File: src/rtl/serial_defs.sv
// Shared serial line definitions: FSM state encoding and line levels.
// The matching receiver imports the same package.
package serial_defs;

  typedef enum logic [2:0] {
    IDLE   = 3'd0,
    START  = 3'd1,
    DATA   = 3'd2,
    PARITY = 3'd3,
    STOP   = 3'd4
  } state_t;

  localparam logic LINE_IDLE  = 1'b1;
  localparam logic LINE_START = 1'b0;
  localparam logic LINE_STOP  = 1'b1;

endpackage

File: src/rtl/serial_tx_if.sv
// Producer-to-transmitter handshake: payload, valid and ready.
interface serial_tx_if #(
  parameter int DATA_W = 8
);
  logic [DATA_W-1:0] data_in;
  logic              valid;
  logic              ready;

  modport master (output data_in, output valid, input ready);
  modport slave  (input data_in, input valid, output ready);
endinterface

File: src/rtl/baud_gen.sv
// Bit-period timer: BAUD_DIV-cycle down-counter. restart preloads the
// counter so the first tick lands BAUD_DIV cycles after restart drops.
module baud_gen #(
  parameter int BAUD_DIV = 4
) (
  input  logic clk,
  input  logic clear,
  input  logic restart,
  output logic bit_tick
);
  localparam logic [7:0] RELOAD = 8'(BAUD_DIV - 1);

  logic [7:0] cnt;

  // Count down; reload on restart or on reaching zero, never wrap by overflow.
  always_ff @(posedge clk or posedge clear) begin
    if (clear)                         cnt <= '0;
    else if (restart || cnt == 8'd0)   cnt <= RELOAD;
    else                               cnt <= cnt - 8'd1;
  end

  assign bit_tick = (cnt == 8'd0);
endmodule

File: src/rtl/serial_tx.sv
// UART-style serial transmitter: start bit, DATA_W bits LSB first,
// optional even parity, one stop bit. tx and ready are registered.
module serial_tx
  import serial_defs::*;
#(
  parameter int DATA_W    = 8,
  parameter int BAUD_DIV  = 4,
  parameter int PARITY_EN = 0
) (
  input  logic clk,
  input  logic clear,
  serial_tx_if.slave sif,
  output logic tx,
  output logic busy,
  output logic done
);
  localparam int BW = $clog2(DATA_W + 1);
  localparam logic [BW-1:0] LAST = BW'(DATA_W - 1);

  state_t            state;
  logic [DATA_W-1:0] sreg;
  logic [BW-1:0]     bitcnt;
  logic              tick;
  logic              accept;

  assign accept = sif.valid && sif.ready;
  assign busy   = (state != IDLE);

  // Timer held in restart while idle so START gets a full bit period.
  baud_gen #(.BAUD_DIV(BAUD_DIV)) u_baud (
    .clk      (clk),
    .clear    (clear),
    .restart  (state == IDLE),
    .bit_tick (tick)
  );

  // Frame sequencer. The shift register rotates rather than shifts, so
  // its XOR stays equal to the latched payload's parity throughout.
  always_ff @(posedge clk or posedge clear) begin
    if (clear) begin
      state     <= IDLE;
      tx        <= LINE_IDLE;
      done      <= 1'b0;
      sif.ready <= 1'b0;
      sreg      <= '0;
      bitcnt    <= '0;
    end else begin
      done      <= 1'b0;
      sif.ready <= 1'b0;
      case (state)
        IDLE: begin
          if (accept) begin
            sreg  <= sif.data_in;
            tx    <= LINE_START;
            state <= START;
          end else begin
            sif.ready <= 1'b1;
            tx        <= LINE_IDLE;
          end
        end
        START: begin
          if (tick) begin
            state  <= DATA;
            tx     <= sreg[0];
            bitcnt <= '0;
          end
        end
        DATA: begin
          if (tick) begin
            if (bitcnt == LAST) begin
              if (PARITY_EN != 0) begin
                state <= PARITY;
                tx    <= ^sreg;
              end else begin
                state <= STOP;
                tx    <= LINE_STOP;
              end
            end else begin
              sreg   <= {sreg[0], sreg[DATA_W-1:1]};
              tx     <= sreg[1];
              bitcnt <= bitcnt + 1'b1;
            end
          end
        end
        PARITY: begin
          if (tick) begin
            state <= STOP;
            tx    <= LINE_STOP;
          end
        end
        STOP: begin
          if (tick) begin
            state     <= IDLE;
            done      <= 1'b1;
            sif.ready <= 1'b1;
          end
        end
        default: begin
          state <= IDLE;
          tx    <= LINE_IDLE;
        end
      endcase
    end
  end
endmodule

File: src/flat_wrapper.sv
// flat-port wrapper written by rule: the top's interface ports become plain ports
module serial_tx_flat import serial_defs::*;
#(
  parameter int DATA_W    = 8,
  parameter int BAUD_DIV  = 4,
  parameter int PARITY_EN = 0
)
  (clk, clear, tx, busy, done, sif_data_in, sif_valid, sif_ready);
  serial_tx_if #(.DATA_W(DATA_W)) sif_i ();
  input  logic clk;
  input  logic clear;
  output logic tx;
  output logic busy;
  output logic done;
  input wire logic [$bits(sif_i.data_in)-1:0] sif_data_in;
  input wire logic [$bits(sif_i.valid)-1:0] sif_valid;
  output wire logic [$bits(sif_i.ready)-1:0] sif_ready;
  assign sif_i.data_in = sif_data_in;
  assign sif_i.valid = sif_valid;
  assign sif_ready = sif_i.ready;
  serial_tx #(.DATA_W(DATA_W), .BAUD_DIV(BAUD_DIV), .PARITY_EN(PARITY_EN)) u_core (.clk(clk), .clear(clear), .sif(sif_i), .tx(tx), .busy(busy), .done(done));
endmodule
File: config.mk
export PLATFORM = sky130hd
export DESIGN_NAME = serial_tx_flat
export DESIGN_NICKNAME = d
export VERILOG_FILES = /design/src/rtl/serial_defs.sv /design/src/rtl/serial_tx_if.sv /design/src/rtl/baud_gen.sv /design/src/rtl/serial_tx.sv /design/src/flat_wrapper.sv
export SDC_FILE = /design/constraint.sdc
export NUM_CORES = 1
export LEC_CHECK = 0
export CORE_UTILIZATION = 54
export DETAILED_ROUTE_END_ITERATION = 12
export PLACE_DENSITY = 0.85
export SLEW_MARGIN = 20
export SYNTH_ARGS = -nofsm -noshare
export SYNTH_HDL_FRONTEND = slang
export SYNTH_SLANG_ARGS = --single-unit
export TNS_END_PERCENT = 10
File: constraint.sdc
create_clock -name clk -period 2.7 [get_ports clk]
set_input_delay 0.405 -clock clk [delete_from_list [all_inputs] [get_ports clk]]
set_output_delay 0.405 -clock clk [all_outputs]
set_load 0.005 [all_outputs]
# Yosys cells after proc, flatten, opt, wreduce, memory -nomap -nowiden
# Cells that the tools add are included.
[op_classes] n_addsub=2 multipliers=0 div=0 magnitude_cmp=0 eq_ne=12 shift=0 mux=25 bitwise_logic=1 reduce_logical=11
[ops] cell="2-to-1 mux 8 bit" count=4
[ops] cell="2-to-1 mux 3 bit" count=6
[ops] cell="one-hot mux 8 bit (2 select lines)" count=1
[ops] cell="one-hot mux 3 bit (5 select lines)" count=1
[ops] cell="2-to-1 mux 4 bit" count=3
[ops] cell="inequality test 2 x 1 -> 1 bit (second input constant)" count=6
[ops] cell="AND reduction 4 bit" count=3
[ops] cell="logical NOT 8 bit" count=1
[ops] cell="one-hot mux 4 bit (2 select lines)" count=1
[ops] cell="subtractor 8 x 1 -> 8 bit (second input constant)" count=1
[ops] cell="2-to-1 mux 1 bit" count=7
[ops] cell="== test 3 x 2 -> 1 bit (second input constant)" count=2
[ops] cell="AND reduction 6 bit" count=1
[ops] cell="one-hot mux 1 bit (5 select lines)" count=1
[ops] cell="adder 4 x 1 -> 4 bit (second input constant)" count=1
[ops] cell="== test 4 x 3 -> 1 bit (second input constant)" count=1
[ops] cell="nonzero test 2 bit" count=2
[ops] cell="== test 3 x 1 -> 1 bit (second input constant)" count=1
[ops] cell="== test 3 bit (second input constant)" count=1
[ops] cell="logical NOT 3 bit" count=1
[ops] cell="nonzero test 3 bit" count=1
[ops] cell="inequality test 2 bit (second input constant)" count=1
[ops] cell="one-hot mux 1 bit (2 select lines)" count=1
[ops] cell="logical AND 1 bit" count=1
[ops] cell="other kinds (2)" count=2
[word_totals] register_bits=26 latch_bits=0 ram_bits=0 romBits=0 in_bits=11 memories=0

# Logic depth before layout (Yosys ltp)
# Gate-level depths: netlist of the first run.
[logic_depth] ltp_word=4 ltp_mapped=6

# Cells and area by module
# Synthesis of the first run repeated with hierarchy kept, for this count alone.
[unflattened] hier_cells=127 area_unflattened_um2=1453.9
[by_module_without_submodules] module="serial_tx" n_inst=1 cells_per_inst=85 area_each_um2=1031.0 seq_area_each_um2=451.7
[by_module_without_submodules] module="baud_gen" n_inst=1 cells_per_inst=42 area_each_um2=422.9 seq_area_each_um2=200.2

# Worst setup path before layout of the first run
# Ideal clock, no wire load.
[synth_timing] path_type="register -> register" start="reg u_core.u_baud.cnt[0]" end="reg u_core.bitcnt[2]" setup_ns=0.126 t_arrival_ns=1.724 setup_slack_ns=0.850 stages_incl_launch_ff=7 period_less_slack_ns=1.850 path_cell_list="dfrtp_1 inv_1 ha_1 nor3b_1 nand2_2 or3_4 a221o_1"
[synth_between] elab_chain_cells=3 word_cells_on_any_way=4
[synth_lines] element="from (decl)" line_no="baud_gen.sv:13" text="logic [7:0] cnt;"
[synth_lines] element="from (signal assigned)" line_no="baud_gen.sv:19" text="else cnt <= cnt - 8'd1;"
[synth_lines] element="logical NOT 8 bit (*)" line_no="baud_gen.sv:22" text="assign bit_tick = (cnt == 8'd0);"
[synth_lines] element="inequality test 2 x 1 -> 1 bit (no line)"
[synth_lines] element="AND reduction 4 bit (no line) (*)"
[synth_lines] element="to (signal assigned)" line_no="serial_tx.sv:81" text="bitcnt <= bitcnt + 1'b1;"
[synth_lines] element="to (decl)" line_no="serial_tx.sv:22" text="logic [BW-1:0] bitcnt;"
# Every way passes the cells marked *; elsewhere a longest branch is shown, timed or not.
# A chain may end at the register's enable or synchronous reset.

# Worst setup path after layout of the first run
[layout_timing] start="reg u_core.state[0]" end="out busy"
[layout_between] elab_chain_cells=1
[layout_lines] element="from (decl)" line_no="serial_tx.sv:20" text="state_t state;"
[layout_lines] element="from (signal assigned)" line_no="serial_tx.sv:41" text="state <= IDLE;"
[layout_lines] element="from (signal assigned)" line_no="serial_tx.sv:55" text="state <= START;"
[layout_lines] element="from (signal assigned)" line_no="serial_tx.sv:63" text="state <= DATA;"
[layout_lines] element="nonzero test 3 bit" line_no="serial_tx.sv:27" text="assign busy = (state != IDLE);"
[layout_lines] element="to (decl)" line_no="flat_wrapper.sv:13" text="output logic busy;"
# No other way between the ends.

==> impl_metrics.env, run 1 <==
export IMPL_status="complete, no violations"
export IMPL_synth_top_area_cell="dfrtp_1"
export IMPL_slowest_stage="dfrtp_1"
export IMPL_cellPowerDensity_mw_per_mm2=961
export IMPL_power_total_mw=1.49
export IMPL_antenna_found_initial=0
export IMPL_avgViaCountPerCell=5.79
export IMPL_drt_pass1_iter_count=4
export IMPL_period_needed_ns=2.21
export IMPL_cts_htree_levels=1
export IMPL_rsz0062_at_grt="false"
export IMPL_setup_violations=0
export IMPL_place_hpwl_um=1690
export IMPL_synth_flop_cell="dfrtp_1"
export IMPL_fillers=175
export IMPL_design_core_area_mm2=0.00228
export IMPL_die_area_mm2=0.00269
export IMPL_ir_worst_vdd_uv=546
export IMPL_cts_tree="built"
export IMPL_clk_pin_slew_ns=0.14
export IMPL_yosysWarnings=0
export IMPL_synth_edf_count=0
export IMPL_clk_latency_ns=0.31
export IMPL_fmax_mhz=453
export IMPL_worst_slack_ns=0.492
export IMPL_grt_pass1_vias=906
export IMPL_path_delay_family="flip-flops"
export IMPL_cp_data_arrival_time_ns=1.80
export IMPL_cp_end_kind="output pin"
export IMPL_cp_buffers_inverters=1
export IMPL_syn_num_nets=133
export IMPL_startpoint_type="register"
export IMPL_worst_ep_required_time_ns=2.30
export IMPL_drt_wl_total_um=2270
export IMPL_drv_slew=0
export IMPL_start_util_pct=59.0
export IMPL_dpl_worst_slack_ns=0.668
export IMPL_fp_dieW_um=51.9
export IMPL_route_antenna_remaining_nets=0
export IMPL_n_antenna_cell=0
export IMPL_vias=944
export IMPL_fin_skew_ns=0.00897
export IMPL_ios=15
export IMPL_layout_nets=150
export IMPL_hp_class="input pin to asynchronous set/reset pin"
export IMPL_netlist_area_mm2=0.00134
export IMPL_numCtsBuffers=3
export IMPL_postCtsSetupBuffers=0
export IMPL_timing_final_crit_share_pct=81.8
export IMPL_yosysSeqAreaShare_pct=48.6
export IMPL_worst_pin_slew_ns=0.374
export IMPL_drtIter0Drc=21
export IMPL_grt_pass1_wl_um=3820
export IMPL_grt_ovfl_total=0
export IMPL_hold_buffers=0
export IMPL_cp_max_fo=9
export IMPL_whs_ns=0.427
export IMPL_area_growth_pct=15.5
export IMPL_wl_per_cell_um=13.9
export IMPL_synth_cells=119
export IMPL_grt_use_total_pct=19.5
export IMPL_worstSetupPathType="register to output pin"
export IMPL_grt_max_degree=27
export IMPL_synth_top_area_share_pct=46.6
export IMPL_port_buffers=14
export IMPL_cts_root_buf="clkbuf_4"
export IMPL_max_cap_violations=0
export IMPL_drive_gt1_share_pct=21.5
export IMPL_finalWeightedCongestion=0.825
export IMPL_critPathMaxStageDelay_ns=0.50
export IMPL_synth_distinct_cells=41
export IMPL_synth_seq_cells=26
export IMPL_leakagePower_nw=0.684
export IMPL_synthTopCellsByArea="dfrtp_1 47%, mux2_2 11%, nor2_1 3.4%, ha_1 2.8%, dfstp_2 2.0%"
export IMPL_cts_resized=0
export IMPL_crit_chain="or3_1 > clkdlybuf4s50_1"
export IMPL_synthArstFlopShare_pct=100
export IMPL_cts_sinks=26
export IMPL_maxSlewHeadroom_pct=75.0
export IMPL_drc=0
export IMPL_row_count=17
export IMPL_avgSynthCellArea_um2=11.3
export IMPL_final_setup_tns_ns=0
export IMPL_cts_buffer_depth=2
export IMPL_finalHoldViolations=0
export IMPL_die_h_um=51.9
## cell usage after synthesis, types with 2 or more instances
cell type,instances
xor2_1,2
mux2i_1,2
nand3_1,4
o21ai_0,3
ha_1,3
nor2_1,12
a21oi_1,5
dfrtp_1,25
xnor2_1,3
o31ai_1,2
mux2_1,2
inv_1,6
mux2_2,13
nor2b_1,3
buf_2,3
nand2_1,6
## sequential cells by signal (all words and copies together) (netlist names)
| signal | cells |
|---|---|
| u_core.bitcnt | 4 |
| u_core.done | 1 |
| u_core.sif.ready | 1 |
| u_core.sreg | 8 |
| u_core.state | 3 |
| u_core.tx | 1 |
| u_core.u_baud.cnt | 8 |
## where the power goes
group	switching [mW]	total, mW	internal [mW]
logic	0.290	0.612	0.322
clock network	0.108	0.190	0.0823
registers	0.146	0.687	0.542
total	0.543	1.49	0.946
## worst paths after layout
path                                           start              endpoint  slack, ns  cells past startpoint
min in group clk                u_core.u_baud.cnt[0]  u_core.u_baud.cnt[0]       0.51                      1
worst max register to register  u_core.u_baud.cnt[0]      u_core.bitcnt[2]       0.63                      6
max in group asynchronous                      clear             u_core.tx       1.97                      3
worst max-delay path                 u_core.state[0]                  busy       0.49                      2
worst min-delay path                           clear        u_core.sreg[6]       0.43                      3
worst min register to register  u_core.u_baud.cnt[0]  u_core.u_baud.cnt[0]       0.51                      1
## layer usage
metal	GRT usage [%]	routed length, µm
met3	3.51	89
met5	0	0
met4	5.41	13
met1	23.9	1040
met2	34.6	1130
## worst min-delay path: stages
cell and delay (ns):
clkdlybuf4s50_1 0.40, inv_1 0.05, buf_4 0.30
## metrics by stage
step	cells	cell area [µm²]	utilization (%)
after floorplan	119	1340	-
after global placement	159	1510	66.5
after detailed placement	159	1510	66.5
after CTS	163	1550	68.1
after global routing	163	1550	68.1
final	163	1550	68.1
## kinds of logic after synthesis
family / after synthesis / share of synthesized area [%]
buffers and inverters: 10 / 3.07
adder cells (fa/ha/maj): 3 / 2.80
flip-flops: 26 / 48.6
AO/OA/AOI/OAI: 20 / 11.5
multiplexers: 17 / 14.1
AND/OR/NAND/NOR: 38 / 16.8
XOR/XNOR: 5 / 3.26
## cell type report
cell class	instances	area, µm²	area share (%)
clock buffer	4	36.3	2.34
inverter	6	22.5	1.45
multi-input combinational	83	649	41.9
sequential	26	652	42.0
tap	28	35.0	2.26
timing repair buffer	16	155	10.0
## placed cells by master, fill, tap and decap left out, drive strengths merged, types with 2 or more instances in the layout
master / count
a21oi: 5
clkdlybuf4s50: 14
ha: 3
xnor2: 3
buf: 2
inv: 6
mux2i: 2
xor2: 2
nand2: 7
o32a: 2
clkbuf: 4
o21ai: 4
nor3b: 2
nand3: 4
dfrtp: 25
or3: 2
nor4: 2
o31ai: 2
nor2b: 3
nor2: 12
mux2: 15
(Power assumes the default switching activity.)
==> run 2, diff against run 1 <==
==> constraint.sdc (replaced) <==
create_clock -name clk -period 2.2 [get_ports clk]
set_input_delay 0.33 -clock clk [delete_from_list [all_inputs] [get_ports clk]]
set_output_delay 0.33 -clock clk [all_outputs]
set_load 0.005 [all_outputs]
==> impl_metrics.env, run 2 (synthesized netlist as in run 1, its figures left out) <==
export IMPL_max_cap_violations=0
export IMPL_drtIter0Drc=22
export IMPL_fin_skew_ns=0.00330
export IMPL_status="complete, no violations"
export IMPL_drt_wl_total_um=2530
export IMPL_p_switching_mw=0.693
export IMPL_cp_data_arrival_time_ns=1.75
export IMPL_startpoint_type="register"
export IMPL_power_total_mw=1.96
export IMPL_rsz0062_at_grt="false"
export IMPL_timing_final_crit_share_pct=94.7
export IMPL_fmax_mhz=480
export IMPL_cp_end_kind="output pin"
export IMPL_drv_slew=0
export IMPL_period_needed_ns=2.08
export IMPL_grt_ovfl_total=0
export IMPL_maxSlewHeadroom_pct=62.8
export IMPL_finalWeightedCongestion=0.769
export IMPL_n_antenna_cell=0
export IMPL_critPathMaxStageDelay_ns=0.54
export IMPL_worst_ep_required_time_ns=1.87
export IMPL_ir_worst_vdd_uv=804
export IMPL_finalHoldViolations=0
export IMPL_cts_htree_levels=1
export IMPL_cts_tree="built"
export IMPL_grt_most_used_layer="met2"
export IMPL_drive_gt1_share_pct=23.4
export IMPL_worstRegToRegCells=6
export IMPL_hold_buffers=0
export IMPL_numCtsBuffers=3
export IMPL_die_h_um=51.9
export IMPL_post_route_util_pct=69.7
export IMPL_wl_per_cell_um=15.3
export IMPL_leakagePower_nw=0.701
export IMPL_fillers=170
export IMPL_dp_cells=161
export IMPL_ios=15
export IMPL_cts_buffer_depth=2
export IMPL_power_switching_share_pct=35.3
export IMPL_pwr_share_clk_pct=16.7
export IMPL_antenna_found_initial=0
export IMPL_slowest_stage="dfrtp_1"
export IMPL_grt_use_total_pct=22.7
export IMPL_cts_root_buf="clkbuf_4"
export IMPL_port_buffers=14
export IMPL_place_hpwl_um=1920
export IMPL_clk_pin_slew_ns=0.14
export IMPL_drc=0
export IMPL_worstReg2RegStart="u_core.u_baud.cnt[0]"
export IMPL_worstSetupPathType="register to output pin"
export IMPL_avgViaCountPerCell=5.97
export IMPL_grt_pass1_wl_um=4360
export IMPL_worst_pin_slew_ns=0.557
export IMPL_area_growth_pct=18.2
export IMPL_layout_nets=152
export IMPL_vias=985
export IMPL_final_setup_tns_ns=0
export IMPL_grt_pass1_vias=996
export IMPL_fp_dieW_um=51.9
export IMPL_die_area_mm2=0.00269
export IMPL_mostFrequentLayoutCells="25 x dfrtp_1, 14 x clkdlybuf4s50_1, 13 x mux2_2"
export IMPL_row_count=17
export IMPL_drt_pass1_iter_count=4
export IMPL_instances_no_fill=165
export IMPL_grt_use_met3_pct=6.14
export IMPL_grt_max_degree=16
export IMPL_cellPowerDensity_mw_per_mm2=1240
export IMPL_cp_max_fo=11
export IMPL_crit_chain="or3_4 > clkdlybuf4s50_1"
export IMPL_setup_violations=0
export IMPL_design_core_area_mm2=0.00228
export IMPL_p_int_mw=1.27
export IMPL_r2r_end="u_core.sreg[2]"
export IMPL_reg_top3="u_core.sreg: 8 flops, u_core.u_baud.cnt: 8 flops, u_core.bitcnt: 4 flops"
export IMPL_final_common_cell="dfrtp_1"
export IMPL_start_util_pct=59.0
export IMPL_combinationalPowerShare_pct=40.0
export IMPL_cts_sinks=26
export IMPL_seqPwrFrac_pct=43.3
export IMPL_use_met2_pct=40.0
export IMPL_clk_latency_ns=0.33
export IMPL_grt_use_met1_pct=27.3
export IMPL_r2r_slack_ns=0.21
export IMPL_hp_class="input pin to asynchronous set/reset pin"
export IMPL_route_antenna_remaining_nets=0
[run 2: cell types whose count changed in the layout (fill, tap and decap cells not counted), sizes merged]
| cell | before | now |
|---|---|---|
| buf | 2 | 4 |
| bufinv | 0 | 1 |
| clkbuf | 4 | 3 |
[run 2: final cells by class]
type	instances	area [µm²]	share of cell area [%]
Inverter	6	22.5	1.42
Sequential cell	26	652	41.1
Multi-Input combinational cell	83	654	41.2
Tap cell	28	35.0	2.21
Clock buffer	3	22.5	1.42
Timing Repair Buffer	18	170	10.7
Clock inverter	1	30.0	1.89
[run 2: what timing repair did]
item                       in CTS  in global routing
setup endpoints to repair       0                  1
gates resized for setup         0                  1
buffers inserted                0                  0
[run 2: power by group through the flow]
stage	combinational [mW]	clock (mW)	sequential [mW]
6_report	0.784	0.328	0.849
3_3_place_gp	0.740	0	0.836
5_1_grt	0.880	0.355	0.876
2_1_floorplan	0.608	0	0.788
3_5_place_dp	0.772	0	0.855
4_1_cts	0.779	0.339	0.844
[run 2: per-layer routing]
metal | vias to the layer above | routed length, µm
li1 | 460 | -
met1 | 495 | 1110
met2 | 26 | 1300
met3 | 4 | 98
met4 | 0 | 23
met5 | - | 0
[run 2: worst max-delay path by stage]
stage,endpoint,cells after the start,start
finish,busy,2,u_core.state[2]
detailed placement,u_core.sreg[2],6,u_core.u_baud.cnt[0]
CTS,busy,2,u_core.state[2]
global route,busy,2,u_core.state[2]
global placement,u_core.sreg[3],6,u_core.u_baud.cnt[0]
floorplan,u_core.bitcnt[2],6,u_core.u_baud.cnt[0]
[run 2: through the flow]
stage               hold slack (ns)  worst slack [ns]  area, µm²
floorplan                     0.369             0.350       1340
global placement              0.463             0.360       1530
detailed placement            0.485             0.242       1530
CTS                           0.344            0.0462       1580
global route                  0.375            0.0532       1590
finish                        0.333             0.117       1590
[run 2: worst max-delay path, delay by kind of cell (launching register included)]
| kind | cells | cell delay (ns) |
|---|---|---|
| flip-flops | 1 | 0.54 |
| buffers and inverters | 1 | 0.46 |
| AND/OR/NAND/NOR | 1 | 0.43 |
